## config.mk

```make
export PLATFORM = sky130hd
export DESIGN_NAME = dac7311_ctrl_flat
export DESIGN_NICKNAME = d
export VERILOG_FILES = /design/src/rtl/dac7311_ctrl_if.sv /design/src/rtl/dac7311_ctrl.sv /design/src/flat_wrapper.sv
export SDC_FILE = /design/constraint.sdc
export NUM_CORES = 1
export LEC_CHECK = 0
export ABC_AREA = 1
export CAP_MARGIN = 20
export CORE_AREA = 2 2 69 71
export CTS_BUF_LIST = sky130_fd_sc_hd__clkbuf_8
export DETAILED_ROUTE_END_ITERATION = 16
export DIE_AREA = 0 0 71 73
export GPL_ROUTABILITY_DRIVEN = 0
export PLACE_DENSITY = 0.66
export REMOVE_ABC_BUFFERS = 1
export SLEW_MARGIN = 20
export SYNTH_ARGS = -nofsm -noshare
export SYNTH_HDL_FRONTEND = slang
export SYNTH_SLANG_ARGS = --single-unit
```

## constraint.sdc

```tcl
create_clock -name clk -period 1.8 [get_ports clk]
set_clock_uncertainty 0.2 [all_clocks]
set_input_delay 0.18 -clock clk [delete_from_list [all_inputs] [get_ports clk]]
set_output_delay 0.18 -clock clk [all_outputs]
set_load 0.01 [all_outputs]
```

## src/rtl/dac7311_ctrl_if.sv

```systemverilog
// dac7311_ctrl_if: sample handshake plus DAC serial lines between a sample source and dac7311_ctrl
interface dac7311_ctrl_if;
  logic        dac_valid;
  logic [11:0] dac_data;
  logic [1:0]  dac_pd;
  logic        dac_ready;
  logic        dac_done;
  logic        dac_sclk;
  logic        dac_sync_n;
  logic        dac_din;
  modport master (output dac_valid, dac_data, dac_pd,
                  input  dac_ready, dac_done, dac_sclk, dac_sync_n, dac_din);
  modport slave  (input  dac_valid, dac_data, dac_pd,
                  output dac_ready, dac_done, dac_sclk, dac_sync_n, dac_din);
endinterface

```

## src/rtl/dac7311_ctrl.sv

```systemverilog
// dac7311_ctrl: DAC7311 16-bit frame serialiser; define DAC7311_SIGNED_IN_EN for two's-complement input
module dac7311_ctrl #(
  parameter int CLK_STEP = 2
) (
  input logic           clk,
  input logic           rst_n,
  dac7311_ctrl_if.slave dac_io
);
  typedef enum logic [1:0] {IDLE, SETUP, SHIFT, HOLD} state_t;
  localparam logic [7:0] PH_LAST = 8'(CLK_STEP - 1);
  state_t      state_q, state_d;
  logic [7:0]  ph_q, ph_d;
  logic [3:0]  bit_q, bit_d;
  logic [15:0] sh_q, sh_d;
  logic        sync_n_q, sync_n_d;
  logic        sclk_q, sclk_d;
  logic        din_q, din_d;
  logic        ready_q, ready_d;
  logic        done_q, done_d;
  logic [11:0] code;
  logic        accept;
`ifdef DAC7311_SIGNED_IN_EN
  assign code = {~dac_io.dac_data[11], dac_io.dac_data[10:0]};
`else
  assign code = dac_io.dac_data;
`endif
  assign accept = dac_io.dac_valid && ready_q;
  // Next state: bit_q indexes the bit being clocked and is reused as the half counter in HOLD
  always_comb begin
    state_d  = state_q;
    ph_d     = ph_q;
    bit_d    = bit_q;
    sh_d     = sh_q;
    sync_n_d = sync_n_q;
    sclk_d   = sclk_q;
    din_d    = din_q;
    ready_d  = ready_q;
    done_d   = 1'b0;
    unique case (state_q)
      IDLE: if (accept) begin
        state_d  = SETUP;
        sh_d     = {dac_io.dac_pd, code, 2'b00};
        din_d    = dac_io.dac_pd[1];
        sync_n_d = 1'b0;
        ph_d     = PH_LAST;
        bit_d    = 4'd15;
        ready_d  = 1'b0;
      end
      SETUP: if (ph_q != 8'd0) ph_d = ph_q - 8'd1;
      else begin
        state_d = SHIFT;
        sclk_d  = 1'b0;
        ph_d    = PH_LAST;
      end
      SHIFT: if (ph_q != 8'd0) ph_d = ph_q - 8'd1;
      else begin
        ph_d   = PH_LAST;
        sclk_d = ~sclk_q;
        if (!sclk_q) begin
          if (bit_q != 4'd0) begin
            din_d = sh_q[14];
            sh_d  = {sh_q[14:0], 1'b0};
          end
        end else if (bit_q == 4'd0) begin
          state_d  = HOLD;
          sync_n_d = 1'b1;
          sclk_d   = 1'b1;
          din_d    = 1'b0;
          bit_d    = 4'd1;
        end else bit_d = bit_q - 4'd1;
      end
      HOLD: if (ph_q != 8'd0) ph_d = ph_q - 8'd1;
      else if (bit_q != 4'd0) begin
        bit_d = 4'd0;
        ph_d  = PH_LAST;
      end else begin
        state_d = IDLE;
        ready_d = 1'b1;
        done_d  = 1'b1;
      end
      default: state_d = IDLE;
    endcase
  end
  // State and registered outputs; reset drops any partial frame immediately
  always_ff @(posedge clk or negedge rst_n) begin
    if (!rst_n) begin
      state_q  <= IDLE;
      ph_q     <= '0;
      bit_q    <= '0;
      sh_q     <= '0;
      sync_n_q <= 1'b1;
      sclk_q   <= 1'b1;
      din_q    <= 1'b0;
      ready_q  <= 1'b1;
      done_q   <= 1'b0;
    end else begin
      state_q  <= state_d;
      ph_q     <= ph_d;
      bit_q    <= bit_d;
      sh_q     <= sh_d;
      sync_n_q <= sync_n_d;
      sclk_q   <= sclk_d;
      din_q    <= din_d;
      ready_q  <= ready_d;
      done_q   <= done_d;
    end
  end
  assign dac_io.dac_sync_n = sync_n_q;
  assign dac_io.dac_sclk   = sclk_q;
  assign dac_io.dac_din    = din_q;
  assign dac_io.dac_ready  = ready_q;
  assign dac_io.dac_done   = done_q;
endmodule

```

## src/flat_wrapper.sv

```systemverilog
// flat-port wrapper written by rule: the top's interface ports become plain ports
module dac7311_ctrl_flat 
#(
  parameter int CLK_STEP = 2
)
  (clk, rst_n, dac_io_dac_valid, dac_io_dac_data, dac_io_dac_pd, dac_io_dac_ready, dac_io_dac_done, dac_io_dac_sclk, dac_io_dac_sync_n, dac_io_dac_din);
  dac7311_ctrl_if dac_io_i ();
  input logic clk;
  input logic rst_n;
  input wire logic [$bits(dac_io_i.dac_valid)-1:0] dac_io_dac_valid;
  input wire logic [$bits(dac_io_i.dac_data)-1:0] dac_io_dac_data;
  input wire logic [$bits(dac_io_i.dac_pd)-1:0] dac_io_dac_pd;
  output wire logic [$bits(dac_io_i.dac_ready)-1:0] dac_io_dac_ready;
  output wire logic [$bits(dac_io_i.dac_done)-1:0] dac_io_dac_done;
  output wire logic [$bits(dac_io_i.dac_sclk)-1:0] dac_io_dac_sclk;
  output wire logic [$bits(dac_io_i.dac_sync_n)-1:0] dac_io_dac_sync_n;
  output wire logic [$bits(dac_io_i.dac_din)-1:0] dac_io_dac_din;
  assign dac_io_i.dac_valid = dac_io_dac_valid;
  assign dac_io_i.dac_data = dac_io_dac_data;
  assign dac_io_i.dac_pd = dac_io_dac_pd;
  assign dac_io_dac_ready = dac_io_i.dac_ready;
  assign dac_io_dac_done = dac_io_i.dac_done;
  assign dac_io_dac_sclk = dac_io_i.dac_sclk;
  assign dac_io_dac_sync_n = dac_io_i.dac_sync_n;
  assign dac_io_dac_din = dac_io_i.dac_din;
  dac7311_ctrl #(.CLK_STEP(CLK_STEP)) u_core (.clk(clk), .rst_n(rst_n), .dac_io(dac_io_i));
endmodule
```

==> summary.md, run 1 <==
| Metric | Value |
|---|---|
| Max IR drop VDD | just over 1 mV |
| Mapped cell area | around 1900 µm² |
| Netlist cell types | 27 |
| Die height | 73 µm |
| Max Transition Viols Final | 0 |
| Sequential Power Share | 0.220 |
| CTS sink count | 32 |
| Post-layout util | 0.6116 |
| HPWL Detailed | slightly below 3000 µm |
| Worst R2R Path Depth | 9 |
| Startpoint Class | register |
| Met1 usage in global routing | 0.2170 |
| R2R Path End | u_core.sh_q[10] |
| First-pass GRT wire length | around 7300 µm |
| Clk slew on worst S/H paths | approximately 70 ps |
| Vias in the first global route | roughly 1700 |
| Setup CP Type | reg2reg |
| F_max | between 500 and 600 MHz |
| Final Setup Violations | 1 |
| IO Count | 22 |
| Hold WC Path Type | in2async |
| Routed len/inst | roughly 13 µm |
| Setup TNS | -3.544 ps |
| Clock power share | 0.131 |
| TritonCTS clock tree | yes |
| H-tree levels | 2 |
| Worst path required time | approximately 1800 ps |
| Final Non-Filler Cells | between 300 and 400 |
| Largest net degree at the start of global routing | 33 |
| Final wirelength | 4515 µm |
| Status | complete, but fails checks |
| Width of the die | 71 µm |
| Port Buffers | 21 |
| Tightest Pin Transition | ~420 ps |
| RR Startpoint | u_core.ph_q[2] |
| Predominant post-synthesis flop cell | dfrtp_1 |
| Post-DRT Antenna Nets | 0 |
| Routed vias/inst | between 5 and 6 |
| Final net count | approximately 320 |
| Synth warn | 0 |
| Cells after Synth | 235 |
| Filler Cells Inserted | 373 |
| Placed Instance Area | approximately 2400 µm² |
| GR met3 Demand/Resource | 0.03729 |
| GRT met2 Usage | 0.3053 |
| Clock Path Buffers | 2 |
| Internal Pwr Total | about 0.0032 W |
| Area Growth Syn to Fin | 45.47% |
| CTS Buf Count | 5 |
| Die area | a little over 5000 µm² |
| GRT Residual Overflow | 0 |
| Root buffer cell | clkbuf_8 |
| Final Hold Vio Count | 0 |
| GRT Util Overall | 0.1769 |
| Arrival time worst endpoint | about 1800 ps |
| Total net switching power | roughly 0.0026 W |
| RSZ-0062 raised after global routing | true |
| Core area | ~4500 µm² |
| Setup crit end kind | register |
| Placed cells | between 300 and 400 |
| Vias after detailed routing | 1769 |
| Power Density | approximately 2100 nW/µm² |
| Worst Path Max Fanout | 7 |
| Average size of a mapped cell | slightly above 8 µm² |
| Register area share after synthesis | 0.4219 |
| Initial DRC Count | 114 |
| Final instance area | ~2800 µm² |
| Initial Util | 0.4204 |
| Most frequent cells in the layout | nand2_1, buf_4, dfrtp_1 |
| FF+latch count, synth | 32 |
| Gr busiest metal | met2 |
| Sw Ratio | 0.4516 |
| Register-to-register setup slack | -4 ps |
| Async SR Flop Fraction | 1.000 |
| Clk Latency, worst-skew pair | slightly below 300 ps |
| Comb power frac | 0.650 |
| Std cell rows | 25 |
| Antenna violations before repair | 0 |
| Fraction of layout cells with a size suffix above 1 | 0.3411 |
| # Max-Cap Violations | 0 |
| Rel. slew slack | 0.7196 |
| First drt pass iteration count | 4 |
| Number of hold buffers added after CTS | 0 |
| Crit path time final | 1804 ps |
| Number of flops mapped to enable cells by yosys | 0 |
| LEAKAGE | about 1.3 nW |
| Setup WS post-layout | -3.544 ps |
| Failing checks | negative setup slack |
| Residual DRC count | 0 |
| Final period util | 1.002 |
| Most common cell after layout, fill and taps aside | nand2_1 |
| Diodes inserted | 0 |
-- critical path: stages, from the launching register on --
cell and delay [ps]:
dfrtp_1 390, nor2_2 140, nand2_2 110, nor2_4 220, inv_4 60, a21oi_4 180
buf_12 170, nand2_8 80, nand2_1 90, o21ai_2 50
-- synthesized netlist by cell type, types with 3 or more instances --
master    n  area share
xor2_1    3       0.014
dfstp_2   3       0.041
o21ai_2  13       0.060
mux2i_1  12       0.063
dfrtp_1  29        0.38
nand2_1  77        0.15
ha_1      7       0.046
inv_1    24       0.047
nor2_1   17       0.033
o21ai_0  16       0.042
nand3_1  15       0.039
-- worst max-delay path by stage --
stage                           start              end  slack (ps)  cells after the start
finish                 u_core.ph_q[2]  u_core.sh_q[10]          -4                      9
global route           u_core.ph_q[0]  u_core.sh_q[10]         -90                     10
CTS                 u_core.state_q[1]   u_core.ph_q[2]         0.5                     10
detailed placement  u_core.state_q[0]  u_core.sh_q[10]         -90                      9
global placement    u_core.state_q[0]  u_core.sh_q[11]         -40                      9
floorplan           u_core.state_q[0]  u_core.sh_q[10]        -560                      9
-- metrics by stage --
stage	hold slack [ps]	worst slack (ps)	total power, W
final	84.27	-3.544	0.005857
after floorplan	-315.6	-561.2	0.003144
after CTS	99.76	0.4675	0.005280
after global placement	255.5	-41.47	0.004126
after detailed placement	253.8	-88.56	0.004193
after global routing	138.5	-88.30	0.006317
-- kinds of logic after synthesis --
kind of cell	share of synthesized area
adder cells (fa/ha/maj)	0.04593
buffers and inverters	0.06890
flip-flops	0.4219
AO/OA/AOI/OAI	0.1234
XOR/XNOR	0.01838
multiplexers	0.06299
AND/OR/NAND/NOR	0.2585
-- flip-flops by register name, summed over array words and instances (netlist names) --
signal,flops
u_core.bit_q,4
u_core.dac_io.dac_din,1
u_core.dac_io.dac_done,1
u_core.dac_io.dac_ready,1
u_core.dac_io.dac_sclk,1
u_core.dac_io.dac_sync_n,1
u_core.ph_q,8
u_core.sh_q,13
u_core.state_q,2
-- routing by layer --
layer,routed length (µm),vias to the layer above
met5,0,-
met3,167,9
li1,-,889
met2,2263,37
met1,1993,834
met4,89,0
-- area by class of cell --
type	count	area, µm²	area share
inverters	25	98.84	0.03563
repair buffers	57	496.7	0.1791
clock inverters	1	30.03	0.01083
flip-flops and latches	32	804.5	0.2900
clock buffers	7	96.34	0.03473
multi-input cells	177	1180	0.4253
well taps	54	67.56	0.02436
-- what timing repair did --
| action | in CTS | in global routing |
|---|---|---|
| cloned | 1 | 2 |
| endpoints found under the setup margin | 24 | 29 |
| pin swaps | 3 | 13 |
| resized for setup | 11 | 42 |
| buffers inserted | 3 | 2 |
-- power groups by stage --
stage / clock (W) / sequential (W) / combinational (W)
floorplan: 0 / 0.00125 / 0.00190
global placement: 0 / 0.00124 / 0.00289
detailed placement: 0 / 0.00125 / 0.00294
CTS: 0.000775 / 0.00124 / 0.00326
global route: 0.000804 / 0.00133 / 0.00418
finish: 0.000765 / 0.00129 / 0.00381
No activity file was read; power rests on OpenSTA's default activity.
==> run 2, diff against run 1 <==
==> constraint.sdc (replaced) <==
create_clock -name clk -period 1.6 [get_ports clk]
set_clock_uncertainty 0.2 [all_clocks]
set_input_delay 0.16 -clock clk [delete_from_list [all_inputs] [get_ports clk]]
set_output_delay 0.16 -clock clk [all_outputs]
set_load 0.01 [all_outputs]
==> run 2 against run 1 <==
Against the previous run:
- the run still ends with negative setup slack left
- die area stayed put
- sequential cell count stayed put
- routed wire length is 26% higher
- clock power is 2% higher
- worst hold slack worse by 54 ps
- power is 28% higher
- final cell count is 5.1% higher
- critical endpoint is now u_core.ph_q[5]
- worst setup slack worse by 250 ps
- non-clock buffer count is 18 higher
- sequential power is 12% higher
- first-iteration DRC count is 2.6% higher
- cell area is 10% higher
==> summary.md, run 2 (synthesized netlist as in run 1, its figures left out) <==
| Metric | Value |
|---|---|
| Setup CP Type | reg2reg (unchanged) |
| Antenna violations before repair | 0 (unchanged) |
| Placed cells | 346 (was 338) |
| Max Transition Viols Final | 0 (unchanged) |
| Most flop-heavy register | u_core.sh_q (unchanged) |
| Top Family by Delay on Critical Path | simple AND/OR/NAND/NOR gates (unchanged) |
| Root buffer cell | clkbuf_8 (unchanged) |
| Number of flip-flops in the largest register | 13 (unchanged) |
| Largest net degree at the start of global routing | 33 (unchanged) |
| Sw Ratio | 0.4662 (was 0.4516) |
| Worst path required time | 1580 ps (was 1770 ps) |
| Tightest Pin Transition | 254.4 ps (was 420.6 ps) |
| Final Non-Filler Cells | 371 (was 353) |
| First drt pass iteration count | 5 (was 4) |
| Final wirelength | 5676 µm (was 4515 µm) |
| Worst R2R Path Depth | 11 (was 9) |
| Port Buffers | 21 (unchanged) |
| Crit-path cells | inv_2 > ha_4 > nand2_4 > nor2_4 > buf_6 > nand2_4 > nand2_4 > buf_6 > o21ai_2 > nand2_1 > inv_1 (was nor2_2 > nand2_2 > nor2_4 > inv_4 > a21oi_4 > buf_12 > nand2_8 > nand2_1 > o21ai_2) |
| Core area | 4536 µm² (unchanged) |
| Clk Latency, worst-skew pair | 290 ps (about the same) |
| Residual DRC count | 0 (unchanged) |
| Max incr delay on CP | 390 ps (about the same) |
| Sequential Power Share | 0.192 (was 0.220) |
| Total net switching power | 0.003507 W (was 0.002645 W) |
| Register-to-register setup slack | -250 ps (was -4 ps) |
| Status | complete, but fails checks (unchanged) |
| LEAKAGE | 1.490 nW (was 1.341 nW) |
| Filler Cells Inserted | 321 (was 373) |
| Initial Util | 0.4204 (unchanged) |
| Fraction of layout cells with a size suffix above 1 | 0.4416 (was 0.3411) |
| IO Count | 22 (unchanged) |
| Placed Instance Area | 2462 µm² (was 2390 µm²) |
| Area Growth Syn to Fin | 60.63% (was 45.47%) |
| R2R Path End | u_core.ph_q[5] (was u_core.sh_q[10]) |
| Vias after detailed routing | 1939 (was 1769) |
| Startpoint Class | register (unchanged) |
| Final net count | 340 (was 322) |
| Most frequent cells in the layout | nand2_1, buf_4, dfrtp_1 (unchanged) |
| Clk slew on worst S/H paths | 70 ps (about the same) |
| Hold slack | 30.60 ps (was 84.27 ps) |
| Number of hold buffers added after CTS | 0 (unchanged) |
| Clock Path Buffers | 2 (unchanged) |
| Arrival time worst endpoint | 1840 ps (was 1780 ps) |
| Setup TNS | -4975 ps (was -3.544 ps) |
| Routed vias/inst | 5.226 (was 5.011) |
| Worst Path Buf+Inv | 4 (was 2) |
| Initial DRC Count | 117 (was 114) |
| H-tree levels | 2 (unchanged) |
| TritonCTS clock tree | yes (unchanged) |
| Crit path time final | 1855 ps (was 1804 ps) |
| CP dominant cell by count | nand2_4 |
| Die height | 73 µm (unchanged) |
| Setup WS post-layout | -254.5 ps (was -3.544 ps) |
| GRT Residual Overflow | 0 (unchanged) |
| Setup crit end kind | register (unchanged) |
| Internal Pwr Total | 0.004015 W (was 0.003212 W) |
| Tot Pwr | 0.007523 W (was 0.005857 W) |
| Final Hold Vio Count | 0 (unchanged) |
| Hold WC Path Type | in2async (unchanged) |
| Power Density | 2456 nW/µm² (was 2111 nW/µm²) |
| Rel. slew slack | 0.8295 (was 0.7196) |
| RR Startpoint | u_core.ph_q[0] (was u_core.ph_q[2]) |
| CTS Buf Count | 5 (unchanged) |
| First-pass GRT wire length | 8990 µm (was 7279 µm) |
| Routed len/inst | 15.30 µm (was 12.79 µm) |
| Most common cell after layout, fill and taps aside | nand2_1 (unchanged) |
| GRT Util Overall | 0.2227 (was 0.1769) |
| Post-DRT Antenna Nets | 0 (unchanged) |
| Width of the die | 71 µm (unchanged) |
| Clock power share | 0.104 (was 0.131) |
| HPWL Detailed | 2925 µm (was 2902 µm) |
| Std cell rows | 25 (unchanged) |
| CTS sink count | 32 (unchanged) |
| Regs by FF count | u_core.sh_q: 13 flops, u_core.ph_q: 8 flops, u_core.bit_q: 4 flops (unchanged) |
| Slowest library cell on the worst path | dfrtp_1 (unchanged) |
| Diodes inserted | 0 (unchanged) |
| Failing checks | negative setup slack (unchanged) |
| # Max-Cap Violations | 0 (unchanged) |
| Die area | 5183 µm² (unchanged) |
| Max IR drop VDD | 0.9955 mV (was 1.008 mV) |
| Final instance area | 3063 µm² (was 2774 µm²) |
| RSZ-0062 raised after global routing | true (unchanged) |
| Worst Path Max Fanout | 7 (unchanged) |
| Vias in the first global route | 2016 (was 1679) |
| Final Setup Violations | 29 (was 1) |
| Final period util | 1.159 (was 1.002) |
| F_max | 539.2 MHz (was 554.5 MHz) |
| Comb power frac | 0.705 (was 0.650) |
[run 2: changes by cell type in the layout (fill, tap and decap cells not counted), moves of 4 or more]
| cell | before | now |
|---|---|---|
| buf_6 | 1 | 12 |
| buf_4 | 34 | 40 |
| o21ai_2 | 14 | 20 |
| nand3_1 | 15 | 10 |
| o21ai_0 | 12 | 7 |
| nand2_4 | 7 | 11 |
| nand3_2 | 0 | 4 |
[run 2: per-layer routing]
layer  global-route usage  wire (µm)  up-vias
li1                     -          -      923
met1               0.2585       2403      921
met2               0.3655       2839       73
met3              0.05387        207       22
met4               0.1509        226        0
met5                    0          0        -
[run 2: what timing repair did]
action | 4_1_cts | 5_1_grt
endpoints found under the setup margin | 34 | 31
cloned | 3 | 0
gates resized for setup | 71 | 30
buffers inserted | 13 | 4
pin swaps | 22 | 18
[run 2: how the worst max path moves through the flow]
stage / to / slack [ps] / cells past startpoint / startpoint
final: u_core.ph_q[5] / -250 / 11 / u_core.ph_q[0]
after global routing: u_core.ph_q[5] / -330 / 11 / u_core.ph_q[0]
after CTS: u_core.dac_io.dac_din / -130 / 10 / u_core.ph_q[3]
after detailed placement: u_core.state_q[0] / -340 / 10 / u_core.ph_q[0]
after global placement: u_core.sh_q[4] / -260 / 9 / u_core.state_q[0]
after floorplan: u_core.sh_q[10] / -760 / 9 / u_core.state_q[0]
[run 2: power by group through the flow]
| stage | Combinational, W | Sequential, W | Clock (W) |
|---|---|---|---|
| 2_1_floorplan | 0.00213 | 0.00140 | 0 |
| 3_3_place_gp | 0.00337 | 0.00138 | 0 |
| 3_5_place_dp | 0.00344 | 0.00139 | 0 |
| 4_1_cts | 0.00458 | 0.00140 | 0.000789 |
| 5_1_grt | 0.00570 | 0.00148 | 0.000819 |
| 6_report | 0.00530 | 0.00144 | 0.000779 |
[run 2: area by class of cell]
type,instances,area (µm²),area share
Clock buffer,5,68.82,0.02247
Clock inverter,3,38.79,0.01266
Inverter,25,101.3,0.03309
Multi-Input combinational cell,177,1300,0.4244
Sequential cell,32,804.5,0.2627
Tap cell,54,67.56,0.02206
Timing Repair Buffer,75,681.9,0.2226
[run 2: metrics by stage]
| stage | worst slack, ps | util |
|---|---|---|
| after floorplan | -761.2 | - |
| after global placement | -258.5 | 0.5429 |
| after detailed placement | -336.8 | 0.5429 |
| after CTS | -134.2 | 0.6422 |
| after global routing | -332.2 | 0.6753 |
| final | -254.5 | 0.6753 |
==> run 3, diff against run 2 <==
--- a/config.mk
+++ b/config.mk
@@ -12,9 +12,7 @@
 export DETAILED_ROUTE_END_ITERATION = 16
 export DIE_AREA = 0 0 71 73
 export GPL_ROUTABILITY_DRIVEN = 0
-export PLACE_DENSITY = 0.66
 export REMOVE_ABC_BUFFERS = 1
-export SLEW_MARGIN = 20
 export SYNTH_ARGS = -nofsm -noshare
 export SYNTH_HDL_FRONTEND = slang
 export SYNTH_SLANG_ARGS = --single-unit
==> constraint.sdc (replaced) <==
create_clock -name clk -period 2.1 [get_ports clk]
set_clock_uncertainty 0.2 [all_clocks]
set_input_delay 0.21 -clock clk [delete_from_list [all_inputs] [get_ports clk]]
set_output_delay 0.21 -clock clk [all_outputs]
set_load 0.01 [all_outputs]
==> run 3 against run 2 <==
Against the previous run:
- the flow now finishes without violations
- clock power down 41%
- critical endpoint is now u_core.ph_q[4]
- highest routed layer unchanged
- largest cell class unchanged
- critical path type unchanged
- final cell count decreased by 13%
- clock-buffer cell count unchanged
==> summary.md, run 3 (synthesized netlist as in run 1, its figures left out) <==
| Metric | Value |
|---|---|
| Core area | 4536 µm² (unchanged) |
| Clk slew on worst S/H paths | 70 ps (about the same) |
| TritonCTS clock tree | yes (unchanged) |
| Internal Pwr Total | 0.001980 W (was 0.004015 W) |
| Root buffer cell | clkbuf_8 (unchanged) |
| Die height | 73 µm (unchanged) |
| Post-layout util | 0.5084 (was 0.6753) |
| Startpoint Class | register (unchanged) |
| First drt pass iteration count | 4 (was 5) |
| Setup WS post-layout | 204.3 ps (was -254.5 ps) |
| Clk Latency, worst-skew pair | 290 ps (about the same) |
| Number of hold buffers added after CTS | 0 (unchanged) |
| Post-DRT Antenna Nets | 0 (unchanged) |
| Antenna violations before repair | 0 (unchanged) |
| Final Hold Vio Count | 0 (unchanged) |
| Clock power share | 0.123 (was 0.104) |
| Max Transition Viols Final | 0 (unchanged) |
| Total net switching power | 0.001742 W (was 0.003507 W) |
| H-tree levels | 2 (unchanged) |
| Setup CP Type | reg2reg (unchanged) |
| Final Setup Violations | 0 (was 29) |
| Register-to-register setup slack | 200 ps (was -250 ps) |
| # Max-Cap Violations | 0 (unchanged) |
| Port Buffers | 21 (unchanged) |
| Power Density | 1614 nW/µm² (was 2456 nW/µm²) |
| Initial Util | 0.4204 (unchanged) |
| Area Growth Syn to Fin | 20.93% (was 60.63%) |
| Tot Pwr | 0.003722 W (was 0.007523 W) |
| Arrival time worst endpoint | 1880 ps (was 1840 ps) |
| Vias after detailed routing | 1546 (was 1939) |
| Die area | 5183 µm² (unchanged) |
| Worst slack at placement | 131.2 ps (was -336.8 ps) |
| Largest net degree at the start of global routing | 33 (unchanged) |
| Worst Path Max Fanout | 8 (was 7) |
| Routed len/inst | 11.38 µm (was 15.30 µm) |
| Most flop-heavy register | u_core.sh_q (unchanged) |
| Clock Path Buffers | 2 (unchanged) |
| Worst path required time | 2080 ps (was 1580 ps) |
| Status | complete, no violations (was complete, but fails checks) |
| IO Count | 22 (unchanged) |
| Residual DRC count | 0 (unchanged) |
| Rel. slew slack | 0.7316 (was 0.8295) |
| F_max | 527.5 MHz (was 539.2 MHz) |
| Comb power frac | 0.587 (was 0.705) |
| CTS Buf Count | 5 (unchanged) |
| Number of flip-flops in the largest register | 13 (unchanged) |
| Fraction of layout cells with a size suffix above 1 | 0.1498 (was 0.4416) |
| GRT Residual Overflow | 0 (unchanged) |
| Tightest Pin Transition | 402.6 ps (was 254.4 ps) |
| Final period util | 0.9027 (was 1.159) |
| GRT Util Overall | 0.1636 (was 0.2227) |
| Most common cell after layout, fill and taps aside | nand2_1 (unchanged) |
| Setup crit end kind | register (unchanged) |
| LEAKAGE | 1.136 nW (was 1.490 nW) |
| RSZ-0062 raised after global routing | false (was true) |
| First-pass GRT wire length | 6589 µm (was 8990 µm) |
| CTS sink count | 32 (unchanged) |
| Vias in the first global route | 1515 (was 2016) |
| Hold WC Path Type | in2async (unchanged) |
| Initial DRC Count | 117 (unchanged) |
| Final wirelength | 3653 µm (was 5676 µm) |
| Final net count | 291 (was 340) |
| Sw Ratio | 0.4680 (was 0.4662) |
| HPWL Detailed | 2700 µm (was 2925 µm) |
| Sequential Power Share | 0.289 (was 0.192) |
| Diodes inserted | 0 (unchanged) |
| Most frequent cells in the layout | nand2_1, dfrtp_1, inv_1 (was nand2_1, buf_4, dfrtp_1) |
| Width of the die | 71 µm (unchanged) |
| Std cell rows | 25 (unchanged) |
| Max IR drop VDD | 0.7318 mV (was 0.9955 mV) |
| Regs by FF count | u_core.sh_q: 13 flops, u_core.ph_q: 8 flops, u_core.bit_q: 4 flops (unchanged) |
| Crit path time final | 1896 ps (was 1855 ps) |
| Routed vias/inst | 4.816 (was 5.226) |
==> run 3: changes by cell type in the layout (fill, tap and decap cells not counted), sizes merged <==
cell | previous run | this run
buf | 54 | 8
bufinv | 1 | 0
clkdlybuf4s50 | 18 | 21
clkinvlp | 0 | 2
dlygate4sd2 | 3 | 0
inv | 26 | 24
nand2 | 83 | 80
==> run 3: metal layers <==
metal,track usage,up-vias,part of all wire
met4,0.07757,0,0.021
met2,0.2679,33,0.46
met5,0,-,0
met3,0.04144,6,0.041
met1,0.2029,694,0.48
li1,-,813,-
==> run 3: final cells by class <==
| class | count | area (µm²) |
|---|---|---|
| Clock inverter | 2 | 12.51 |
| Multi-Input combinational cell | 174 | 982.2 |
| Clock buffer | 5 | 68.82 |
| Timing Repair Buffer | 29 | 270.3 |
| Fill cell | 439 | 2230 |
| Sequential cell | 32 | 804.5 |
| Tap cell | 54 | 67.56 |
| Inverter | 25 | 100.1 |
==> run 3: power groups by stage <==
| stage | registers, W | clock network (W) | logic [W] |
|---|---|---|---|
| after global placement | 0.00108 | 0 | 0.00213 |
| after CTS | 0.00108 | 0.000480 | 0.00216 |
| after floorplan | 0.00107 | 0 | 0.00163 |
| after detailed placement | 0.00109 | 0 | 0.00215 |
| after global routing | 0.00112 | 0.000505 | 0.00252 |
| final | 0.00108 | 0.000459 | 0.00219 |
==> run 3: path summary, 6_finish.rpt <==
path	from	to	cells past startpoint
worst min-delay path	rst_n	u_core.dac_io.dac_done	2
worst max register to register	u_core.ph_q[0]	u_core.ph_q[4]	9
worst max-delay path	u_core.ph_q[0]	u_core.ph_q[4]	9
worst min register to register	u_core.dac_io.dac_sync_n	u_core.dac_io.dac_sync_n	2
max in group asynchronous	rst_n	u_core.dac_io.dac_ready	2
min in group clk	u_core.dac_io.dac_sync_n	u_core.dac_io.dac_sync_n	2
==> run 3: repair_timing <==
action / in CTS / in global routing
resized for setup: 0 / 3
setup buffers: 0 / 1
setup endpoints to repair: 0 / 16
==> run 3: through the flow <==
stage / cells / setup TNS, ps / hold WS, ps / area [µm²]
3_5_place_dp: 313 / 0 / 250.8 / 2202
6_report: 321 / 0 / 113.1 / 2306
4_1_cts: 320 / 0 / 131.7 / 2283
2_1_floorplan: 231 / -3872 / -285.6 / 1872
3_3_place_gp: 313 / 0 / 246.4 / 2202
5_1_grt: 321 / 0 / 153.1 / 2306
==> run 3: worst max-delay path, cell delays in order, from the launching register on <==
cell	delay (ps)
dfrtp_1	380
inv_1	110
ha_1	150
nand2_1	100
nor2_4	170
nand2_1	160
nand2_4	150
clkinvlp_4	170
nand3_1	130
nand2_1	60
